$ cat config.mk
export PLATFORM = sky130hd
export DESIGN_NAME = vx_tcu_drl_kloop_ctrl
export DESIGN_NICKNAME = d
export VERILOG_FILES = /design/src/rtl/vx_tcu_drl_kloop_ctrl.sv
export SDC_FILE = /design/constraint.sdc
export NUM_CORES = 1
export LEC_CHECK = 0
export ABC_CLOCK_PERIOD_IN_PS = 1930
export CAP_MARGIN = 25
export CORE_ASPECT_RATIO = 0.9
export CORE_MARGIN = 2
export CORE_UTILIZATION = 25
export DETAILED_ROUTE_END_ITERATION = 10
export HOLD_SLACK_MARGIN = 0.02
export PLACE_DENSITY_LB_ADDON = 0.3
export SYNTH_ARGS = -nofsm -noshare
export SYNTH_HDL_FRONTEND = slang
export SYNTH_SLANG_ARGS = --single-unit
$ cat constraint.sdc
create_clock -name clk -period 1.93 [get_ports clk]
set_input_delay 0.579 -clock clk [delete_from_list [all_inputs] [get_ports clk]]
set_output_delay 0.579 -clock clk [all_outputs]
set_load 0.02 [all_outputs]
$ cat src/rtl/vx_tcu_drl_kloop_ctrl.sv
// K-loop sequencer for the TCU DRL FEDP datapath: issues one step per cycle,
// merges per-step exception returns into one sticky job result.

package vx_tcu_drl_kloop_pkg;
  localparam logic [2:0] TCU_FP32_ID = 3'd0;
  localparam logic [2:0] TCU_FP16_ID = 3'd1;
  localparam logic [2:0] TCU_BF16_ID = 3'd2;

  typedef struct packed {
    logic sign;
    logic is_nan;
    logic is_inf;
  } fedp_excep_t;
endpackage

// state | meaning
// IDLE  | waiting for a job, req_ready=1
// ISSUE | presenting step_cnt to the datapath
// DRAIN | all steps issued, collecting outstanding returns
// RESP  | merged result held on rsp_* until rsp_ready
module vx_tcu_drl_kloop_ctrl
  import vx_tcu_drl_kloop_pkg::*;
#(
  parameter int N     = 2,
  parameter int TCK   = 2 * N,
  parameter int STEPW = 4,
  parameter int TAGW  = 8
) (
  input  logic             clk,
  input  logic             reset_n,
  input  logic             req_valid,
  output logic             req_ready,
  input  logic [2:0]       req_fmtf,
  input  logic [STEPW-1:0] req_steps,
  input  logic [TAGW-1:0]  req_tag,
  output logic             dp_issue_valid,
  input  logic             dp_stall,
  output logic [2:0]       dp_fmtf,
  output logic [STEPW-1:0] dp_step,
  output logic             dp_first,
  output logic             dp_last,
  input  logic             dp_excep_valid,
  input  fedp_excep_t      dp_excep,
  output logic             rsp_valid,
  input  logic             rsp_ready,
  output fedp_excep_t      rsp_excep,
  output logic [TAGW-1:0]  rsp_tag
);

  typedef enum logic [1:0] {IDLE, ISSUE, DRAIN, RESP} state_t;
  localparam logic [STEPW-1:0] ONE = STEPW'(1);

  // Lane counts only size the downstream datapath; no logic here depends on them.
  if (N < 1 || TCK < 1) begin : g_lane_cfg_unused
  end

  state_t           state_q, state_d;
  logic [2:0]       fmtf_q;
  logic [STEPW-1:0] steps_q, steps_eff;
  logic [STEPW-1:0] step_cnt, ret_cnt, ret_cnt_d;
  logic             nan_q, pos_q, neg_q;
  logic             nan_d, pos_d, neg_d, m_nan;
  logic             fmt_ok, last_step, issue_fire, ret_take, drain_done;
  fedp_excep_t      merged;

  assign fmt_ok     = (req_fmtf == TCU_FP32_ID) || (req_fmtf == TCU_FP16_ID) ||
                      (req_fmtf == TCU_BF16_ID);
  assign steps_eff  = (req_steps == '0) ? ONE : req_steps;
  assign last_step  = (step_cnt == steps_q - ONE);
  assign issue_fire = (state_q == ISSUE) && !dp_stall;

  // Returns beyond the job length, or outside ISSUE/DRAIN, are dropped.
  assign ret_take   = dp_excep_valid && ((state_q == ISSUE) || (state_q == DRAIN)) &&
                      (ret_cnt != steps_q);
  assign ret_cnt_d  = ret_take ? ret_cnt + ONE : ret_cnt;
  assign nan_d      = nan_q | (ret_take & dp_excep.is_nan);
  assign pos_d      = pos_q | (ret_take & dp_excep.is_inf & ~dp_excep.sign);
  assign neg_d      = neg_q | (ret_take & dp_excep.is_inf & dp_excep.sign);
  assign drain_done = (state_q == DRAIN) && (ret_cnt_d == steps_q);

  // Opposite-sign infinities across steps collapse into NaN.
  assign m_nan  = nan_d | (pos_d & neg_d);
  assign merged = '{sign: neg_d & ~pos_d, is_nan: m_nan, is_inf: (pos_d | neg_d) & ~m_nan};

  always_ff @(posedge clk or negedge reset_n) begin
    if (!reset_n) state_q <= IDLE;
    else          state_q <= state_d;
  end

  always_comb begin
    state_d = state_q;
    case (state_q)
      IDLE:    if (req_valid) state_d = fmt_ok ? ISSUE : RESP;
      ISSUE:   if (issue_fire && last_step) state_d = DRAIN;
      DRAIN:   if (drain_done) state_d = RESP;
      RESP:    if (rsp_ready) state_d = IDLE;
      default: state_d = IDLE;
    endcase
  end

  always_comb begin
    req_ready      = (state_q == IDLE);
    dp_issue_valid = (state_q == ISSUE);
    dp_first       = (state_q == ISSUE) && (step_cnt == '0);
    dp_last        = (state_q == ISSUE) && last_step;
    rsp_valid      = (state_q == RESP);
  end

  assign dp_step = step_cnt;
  assign dp_fmtf = fmtf_q;

  always_ff @(posedge clk or negedge reset_n) begin
    if (!reset_n) begin
      fmtf_q    <= '0;
      steps_q   <= '0;
      step_cnt  <= '0;
      ret_cnt   <= '0;
      nan_q     <= 1'b0;
      pos_q     <= 1'b0;
      neg_q     <= 1'b0;
      rsp_excep <= '0;
      rsp_tag   <= '0;
    end else if (state_q == IDLE) begin
      if (req_valid) begin
        fmtf_q    <= req_fmtf;
        steps_q   <= steps_eff;
        rsp_tag   <= req_tag;
        step_cnt  <= '0;
        ret_cnt   <= '0;
        nan_q     <= 1'b0;
        pos_q     <= 1'b0;
        neg_q     <= 1'b0;
        rsp_excep <= '0;
      end
    end else begin
      if (issue_fire) step_cnt <= step_cnt + ONE;
      ret_cnt <= ret_cnt_d;
      nan_q   <= nan_d;
      pos_q   <= pos_d;
      neg_q   <= neg_d;
      if (drain_done) rsp_excep <= merged;
    end
  end

endmodule

==> impl_metrics.py, run 1 <==
metrics = {
    "run": {
        "max_cap_violations": 0,
    },
    "hold_path": {
        "min_path_type": "reg -> reg",
        "min_from": "ret_cnt[3]",
        "holdPathStages": 1,
        "min_to": "ret_cnt[3]",
    },
    "floorplan": {
        "die_area_um2": 7930,
        "rows": 29,
        "ioPinCount": 47,
        "start_util": 0.257,
        "fp.dieH_um": 84.7,
        "die_w_um": 93.6,
        "core_um2": 7040,
    },
    "worst_setup_path": {
        "crit_path_max_fanout": 2,
        "critPathRequiredTime_ps": 1350,
        "cp-end-kind": "output port",
        "worstPathArrival_ps": 1510,
        "slowest_stage": "dfrtp_1",
        "crit_path_cell_trace": "inv_2 > ha_4 > xor2_2 > nand3_2 > nor3_4 > buf_6",
        "worstReg2RegEnd": "rsp_excep[1]",
        "r2r_cells": 8,
        "cp-start-kind": "flop",
        "max_stage_delay_ps": 400,
        "critPathKind": "reg -> out",
        "r2r_start": "state_q[1]",
        "reg2reg_slack_ps": -60,
    },
    "final_layout": {
        "register_area_um2": 776,
        "antenna_cells": 0,
        "drive_above_1_share": 0.376,
        "final_nets": 286,
        "areaGrowthSynthToFinish_pct": 62.0,
        "fillCellCount": 714,
        "multi_input_area_um2": 1130,
    },
    "sta": {
        "setup_slack_ps": -155,
        "timing_hold_violations_final": 0,
        "finalMaxSlewViolations": 0,
        "worst_hold_slack_ps": 497,
        "relSlewSlack": 0.727,
        "rsz0062_at_grt": "true",
        "skew_ps": 1.97,
        "worstMarginPinSlew_ps": 409,
        "setup_viol": 5,
        "period_share": 1.08,
        "fmax_ghz": 0.480,
        "finalCriticalPeriod_ps": 2090,
    },
    "outcome": {
        "violations": "negative setup slack",
        "status": "complete, but fails checks",
    },
    "synth": {
        "ys_seq_area_frac": 0.429,
        "ys_types": 42,
        "syn-num-nets": 198,
        "synth.top_cells.by_count": "dfrtp_1, mux2_2, nand2_1, a21oi_1, inv_1",
        "syn_area_per_cell_um2": 10.9,
        "yosys_warnings": 0,
        "synth-async-reset-ratio": 1.00,
        "synth_top_flop_cell": "dfrtp_1",
        "post-synth-top-count-cell": "dfrtp_1",
        "syn-instance-count": 166,
        "syn-cell-area_um2": 1810,
        "synth_edf_count": 0,
        "ys_seq_elements": 31,
        "synth_area_leaders": "dfrtp_1, mux2_2, ha_1",
        "synth_top_cell_by_area": "dfrtp_1",
        "synth_top_area_frac": 0.429,
    },
    "route": {
        "drcViolationCount": 0,
        "viasPerCell": 4.53,
        "firstDrtPassIters": 4,
        "drt-total-wl_um": 4720,
        "drtIter0Drc": 63,
        "wire_per_inst_um": 13.6,
        "vias": 1575,
        "antenna_left": 0,
    },
    "grt": {
        "grt_max_degree": 32,
        "grt_pass1_wl_um": 7710,
        "grtUsageTotal": 0.123,
        "grt_pass1_vias": 1611,
        "grt_overflow": 0,
        "antenna_found_initial": 0,
    },
    "pwr": {
        "p_leak_nw": 1.29,
        "fin_total_pwr_mw": 5.23,
        "p_per_area_nw_per_um2": 1790,
        "ir_worst_vdd_mv": 0.580,
    },
    "cts": {
        "cts_sinks": 31,
        "cts_buffers": 5,
        "clk_path_buf_depth": 2,
        "clk_latency_ps": 290,
        "cts_root_buf": "clkbuf_8",
        "cts_tree": "built",
        "cts_hold_buffers": 0,
        "path_clk_slew_ps": 70,
        "htree_levels": 2,
    },
    "placement": {
        "port_buffers": 46,
        "hpwl_um": 3360,
        "gp_congestion": 0.768,
    },
}
[registers in the layout, summed over array words and instances (netlist names)]
register / cells
neg_q: 1
steps_q: 4
pos_q: 1
dp_step: 4
rsp_tag: 8
state_q: 2
rsp_excep: 3
nan_q: 1
dp_fmtf: 3
ret_cnt: 4
[worst max-delay path by stage]
stage              endpoint  slack, ps        from  cells past startpoint
2_1_floorplan  rsp_excep[1]        -10  state_q[0]                      7
6_report            dp_last       -160  steps_q[1]                      6
5_1_grt             dp_last       -210  steps_q[0]                      6
3_5_place_dp        dp_last       -440  steps_q[0]                      6
4_1_cts             dp_last       -180  steps_q[0]                      6
3_3_place_gp        dp_last       -420  steps_q[1]                      6
[metal layers]
| layer | track usage | up-vias | routed length (um) |
|---|---|---|---|
| li1 | - | 779 | - |
| met1 | 0.174 | 750 | 2260 |
| met2 | 0.181 | 37 | 2120 |
| met3 | 0.0341 | 9 | 247 |
| met4 | 0.0435 | 0 | 87 |
| met5 | 0 | - | 0 |
[cell type report]
cell class                      instances  area share
Timing Repair Buffer                   84       0.256
Inverter                               11      0.0150
Multi-Input combinational cell        121       0.386
Clock buffer                            5      0.0235
Clock inverter                          3      0.0150
Sequential cell                        31       0.265
Tap cell                               93      0.0397
[per-stage QoR]
stage           util  setup TNS [ps]  instances  area [um^2]  worst slack (ps)
2_1_floorplan      -           -21.8        166         1840             -10.5
3_3_place_gp   0.379           -3250        335         2670              -419
3_5_place_dp   0.379           -3430        335         2670              -437
4_1_cts        0.409            -312        347         2880              -178
5_1_grt        0.416            -706        348         2930              -213
6_report       0.416            -305        348         2930              -155
[power breakdown]
group	leakage (nW)	total (mW)	switching, mW	internal, mW
combinational	0.844	3.44	1.68	1.76
clock	0.0581	0.666	0.281	0.385
sequential	0.388	1.12	0.186	0.933
[cells in the final DEF (no fill, tap or decap), drive strengths merged, types with 2 or more instances in the layout]
master	synthesis	layout
mux2	16	16
dlygate4sd2	0	5
mux2i	4	4
nor3	5	5
clkdlybuf4s50	0	36
o2111ai	2	2
nand4	2	2
a21o	3	3
a31oi	3	3
nand2	15	15
o21ai	8	8
buf	0	42
nand3	5	5
xnor2	8	8
xor2	3	3
nor2	4	4
clkinv	0	2
clkbuf	3	5
and3	2	2
inv	11	11
a21oi	13	13
ha	8	8
dfrtp	31	31
o22ai	2	2
nor4b	2	2
[kinds of logic after synthesis]
group,count (synthesis),share of synthesized area
AOI/OAI and AO/OA,41,0.162
buffers and inverters,14,0.0291
and+or+nand+nor,40,0.129
muxes,20,0.122
xor gates and xnor gates,12,0.0740
adders and majority gates,8,0.0554
DFF,31,0.429
[what timing repair did]
action	CTS	global route
buffers inserted	4	1
pin swaps	7	7
resized for setup	43	9
hold endpoints to repair	0	0
endpoints found under the setup margin	14	9
[worst max-delay path: cells and delay by family, from the launching register on]
| family | cells | cell delay [ps] |
|---|---|---|
| xor gates and xnor gates | 1 | 160 |
| adders and majority gates | 1 | 200 |
| buffers and inverters | 2 | 210 |
| DFF | 1 | 400 |
| and+or+nand+nor | 2 | 240 |
(Power assumes the default switching activity.)
==> run 2, diff against run 1 <==
- CTS_CLUSTER_SIZE: unset -> 30
- PLACE_DENSITY: unset -> 0.56
- PLACE_DENSITY_LB_ADDON: 0.3 -> unset
==> run 2 against run 1 <==
Net effect: the flow still finishes with violations (negative setup slack); cell count is the same; routed wire length shrank 2.5%; design area shrank 1.5%; register-to-register slack gained 20 ps; fmax grew 0.66%; critical path type unchanged; critical endpoint unchanged; largest cell class unchanged; largest power group unchanged.
==> impl_metrics.py, run 2 (same netlist as run 1, synthesis figures left out) <==
metrics = {
    "outcome": {
        "status": "complete, but fails checks",
        "violations": "negative setup slack",
    },
    "route": {
        "antenna_left": 0,
        "drcViolationCount": 0,
        "drtIter0Drc": 81,
        "firstDrtPassIters": 4,
        "vias": 1582,
        "drt-total-wl_um": 4600,
        "wire_per_inst_um": 13.2,
        "viasPerCell": 4.55,
    },
    "sta": {
        "fin_setup_tns_ps": -239,
        "finalMaxSlewViolations": 0,
        "fmax_ghz": 0.483,
        "finalCriticalPeriod_ps": 2070,
        "setup_slack_ps": -141,
        "skew_ps": 5.84,
        "setup_viol": 4,
        "timing_hold_violations_final": 0,
        "rsz0062_at_grt": "true",
        "relSlewSlack": 0.717,
        "period_share": 1.07,
        "worstMarginPinSlew_ps": 424,
    },
    "worst_setup_path": {
        "reg2reg_slack_ps": -40,
        "r2r_cells": 8,
        "critPathKind": "reg -> out",
        "worstPathArrival_ps": 1490,
        "crit_path_max_fanout": 2,
        "worstReg2RegEnd": "rsp_excep[1]",
        "critPathRequiredTime_ps": 1350,
        "cp-start-kind": "flop",
        "cp-end-kind": "output port",
        "r2r_start": "state_q[1]",
    },
    "grt": {
        "grtUsageTotal": 0.127,
        "grt_max_degree": 32,
        "grt_pass1_wl_um": 7950,
        "antenna_found_initial": 0,
        "grt_pass1_vias": 1718,
        "grt_overflow": 0,
    },
    "cts": {
        "path_clk_slew_ps": 60,
        "cts_hold_buffers": 0,
        "cts_root_buf": "clkbuf_8",
        "clk_path_buf_depth": 2,
        "cts_sinks": 31,
        "clk_latency_ps": 280,
        "htree_levels": 2,
        "cts_buffers": 5,
        "cts_tree": "built",
    },
    "floorplan": {
        "start_util": 0.257,
        "ioPinCount": 47,
        "rows": 29,
        "die_w_um": 93.6,
        "die_area_um2": 7930,
        "fp.dieH_um": 84.7,
        "core_um2": 7040,
    },
    "final_layout": {
        "antenna_cells": 0,
        "final_common_cell": "clkdlybuf4s50_1",
        "largest_register_ffs": 8,
        "final_util": 0.410,
        "design_area_um2": 2890,
        "areaGrowthSynthToFinish_pct": 59.6,
        "regMostFlops": "rsp_tag",
        "layout_common_cells": "clkdlybuf4s50_1, buf_4, dfrtp_1",
        "fillCellCount": 721,
        "drive_above_1_share": 0.361,
        "final_nets": 286,
    },
    "pwr": {
        "p_per_area_nw_per_um2": 1730,
        "p_sw_mw": 2.06,
        "fin_total_pwr_mw": 4.99,
        "ir_worst_vdd_mv": 0.620,
        "p_leak_nw": 1.27,
        "internal_power_mw": 2.93,
        "pwr-share-comb": 0.677,
        "switching_share": 0.412,
        "p_seq_frac": 0.224,
        "clockPowerShare": 0.099,
    },
    "placement": {
        "port_buffers": 46,
        "gp_congestion": 0.770,
        "place_worst_setup_slack_ps": -450,
        "placed_area_um2": 2680,
        "hpwl_um": 3410,
    },
    "hold_path": {
        "min_path_type": "reg -> reg",
        "holdPathStages": 1,
        "min_to": "ret_cnt[3]",
        "min_from": "ret_cnt[3]",
    },
    "run": {
        "max_cap_violations": 0,
    },
}
[run 2: how the worst max path moves through the flow]
stage                    start            to  slack [ps]  depth (start not counted)
finish              steps_q[0]       dp_last        -140                          6
global placement    steps_q[1]       dp_last        -410                          6
floorplan           state_q[0]  rsp_excep[1]         -10                          7
CTS                 steps_q[1]       dp_last        -160                          6
global route        steps_q[0]       dp_last        -220                          6
detailed placement  steps_q[0]       dp_last        -450                          6
[run 2: repair_timing]
item / CTS / global route
gates resized for setup: 42 / 9
buffers inserted: 3 / 0
pin swaps: 11 / 8
hold endpoints to repair: 0 / 0
endpoints found under the setup margin: 14 / 9
[run 2: critical path, cell delays in order, from the launching register on]
cell and delay, ps:
dfrtp_1 360, inv_2 60, ha_4 260, xor2_2 140, nand3_2 120, nor3_4 140
buf_6 140
[run 2: metrics by stage]
step / hold WS, ps / instances
global placement: 486 / 337
finish: 498 / 348
global route: 525 / 348
floorplan: 283 / 166
CTS: 502 / 348
detailed placement: 493 / 337
[run 2: layout make-up]
class,count,area [um^2],share of cell area
clock buffers,7,76.3,0.0265
clock inverters,1,5.00,0.00173
inverters,11,46.3,0.0160
multi-input cells,121,1110,0.384
flip-flops and latches,31,776,0.269
well taps,93,116,0.0403
repair buffers,84,758,0.263
[run 2: per-layer routing]
metal  routed length (um)  GRT usage
met5                    0          0
met4                   38     0.0343
met3                  289     0.0431
met2                 2150      0.198
met1                 2120      0.168
[run 2: power groups by stage]
stage | Sequential (mW) | Clock (mW) | Combinational, mW
2_1_floorplan | 1.36 | 0 | 1.59
3_3_place_gp | 1.10 | 0 | 3.09
3_5_place_dp | 1.11 | 0 | 3.13
4_1_cts | 1.11 | 0.534 | 3.34
5_1_grt | 1.16 | 0.552 | 3.68
6_report | 1.12 | 0.497 | 3.38
==> run 3, diff against run 2 <==
- CORE_MARGIN: 2 -> 3
- CTS_CLUSTER_DIAMETER: unset -> 100
==> run 3 against run 2 <==
Net effect: the flow still finishes with violations (negative setup slack); flip-flop and latch count stayed put; power is 2.4% higher; sequential power hardly changed; clock skew is 2.5 ps lower; cell count is 0.29% higher; largest power group unchanged.
==> impl_metrics.py, run 3 (same netlist as run 1, synthesis figures left out) <==
metrics = {
    "grt": {
        "antenna_found_initial": 0,
        "met3_usage": 0.0373,
        "grt_pass1_vias": 1635,
        "grt_pass1_wl_um": 7670,
        "grtUsageTotal": 0.118,
        "use_met1": 0.155,
        "top_usage_layer": "met2",
        "use_met2": 0.185,
        "grt_overflow": 0,
        "grt_max_degree": 32,
    },
    "route": {
        "viasPerCell": 4.50,
        "firstDrtPassIters": 4,
        "antenna_left": 0,
        "wire_per_inst_um": 13.2,
        "vias": 1569,
        "drt-total-wl_um": 4610,
        "drcViolationCount": 0,
        "drtIter0Drc": 39,
    },
    "pwr": {
        "ir_worst_vdd_mv": 0.704,
        "fin_total_pwr_mw": 5.11,
        "p_per_area_nw_per_um2": 1750,
        "p_leak_nw": 1.29,
    },
    "hold_path": {
        "min_path_type": "reg -> reg",
        "holdPathStages": 1,
    },
    "worst_setup_path": {
        "critPathKind": "reg -> out",
        "r2r_cells": 8,
        "cp-end-kind": "output port",
        "worstPathArrival_ps": 1500,
        "crit_path_max_fanout": 2,
        "cp-start-kind": "flop",
        "critPathRequiredTime_ps": 1350,
    },
    "final_layout": {
        "drive_above_1_share": 0.386,
        "final_util": 0.429,
        "regMostFlops": "rsp_tag",
        "antenna_cells": 0,
        "layout_common_cells": "buf_4, clkdlybuf4s50_1, dfrtp_1",
        "largest_register_ffs": 8,
        "final_nets": 290,
        "final_common_cell": "buf_4",
        "areaGrowthSynthToFinish_pct": 61.5,
    },
    "sta": {
        "rsz0062_at_grt": "true",
        "timing_hold_violations_final": 0,
        "setup_slack_ps": -146,
        "skew_ps": 3.31,
        "setup_viol": 4,
        "worstMarginPinSlew_ps": 420,
        "fin_setup_tns_ps": -357,
        "period_share": 1.08,
        "finalMaxSlewViolations": 0,
        "fmax_ghz": 0.482,
        "finalCriticalPeriod_ps": 2080,
        "relSlewSlack": 0.720,
    },
    "floorplan": {
        "start_util": 0.266,
        "die_area_um2": 8290,
        "ioPinCount": 47,
        "rows": 28,
        "die_w_um": 95.6,
        "fp.dieH_um": 86.7,
        "core_um2": 6800,
    },
    "cts": {
        "clk_path_buf_depth": 2,
        "cts_root_buf": "clkbuf_8",
        "clk_latency_ps": 280,
        "path_clk_slew_ps": 70,
        "cts_tree": "built",
        "cts_buffers": 5,
        "cts_hold_buffers": 0,
        "htree_levels": 2,
        "cts_sinks": 31,
    },
    "placement": {
        "port_buffers": 46,
        "place_worst_setup_slack_ps": -442,
        "hpwl_um": 3420,
        "gp_congestion": 0.745,
    },
    "outcome": {
        "status": "complete, but fails checks",
        "violations": "negative setup slack",
    },
    "run": {
        "max_cap_violations": 0,
    },
}
## run 3: cell types whose count changed in the layout (fill, tap and decap cells not counted), sizes merged
cell / previous run / this run
clkinvlp: 0 / 1
clkbuf: 7 / 6
buf: 42 / 45
clkdlybuf4s15: 1 / 2
## run 3: cell type report
| cell class | instances | area (um^2) |
|---|---|---|
| Clock buffer | 6 | 72.6 |
| Clock inverter | 2 | 12.5 |
| Tap cell | 90 | 113 |
| Timing Repair Buffer | 88 | 788 |
| Inverter | 11 | 46.3 |
| Multi-Input combinational cell | 121 | 1110 |
| Sequential cell | 31 | 776 |
| Fill cell | 671 | 3880 |
## run 3: worst paths after layout
path | from | endpoint | slack, ps
min | ret_cnt[3] | ret_cnt[3] | 500
max reg2reg | state_q[0] | rsp_excep[1] | -70
min reg2reg | ret_cnt[3] | ret_cnt[3] | 500
min in group asynchronous | reset_n | state_q[0] | 700
max | steps_q[0] | dp_last | -150
max in group asynchronous | reset_n | rsp_tag[6] | 920
## run 3: repair_timing
action | 4_1_cts | 5_1_grt
resized for setup | 42 | 11
gates cloned | 0 | 0
setup endpoints to repair | 14 | 11
pin swaps | 5 | 8
buffers inserted | 3 | 2
## run 3: layer usage
layer	vias to the layer above	share of wire
met5	-	0
met4	0	0.011
met3	6	0.059
met2	36	0.47
met1	739	0.46
li1	788	-
## run 3: metrics by stage
| step | instances | instance area (um^2) | hold WS (ps) |
|---|---|---|---|
| after CTS | 347 | 2850 | 506 |
| after floorplan | 166 | 1840 | 283 |
| after detailed placement | 336 | 2690 | 493 |
| final | 349 | 2920 | 504 |
| after global placement | 336 | 2690 | 486 |
| after global routing | 349 | 2920 | 514 |
## run 3: critical path, stage by stage, from the launching register on
cell	delay, ps
dfrtp_1	370
inv_2	60
ha_4	260
xor2_1	150
nand3_2	120
nor3_4	130
buf_6	140
## run 3: power breakdown
part           switching [mW]  leakage (nW)  internal, mW  total, mW
registers               0.177         0.388         0.934       1.11
logic                    1.67         0.858          1.83       3.49
clock network           0.257        0.0412         0.252      0.509
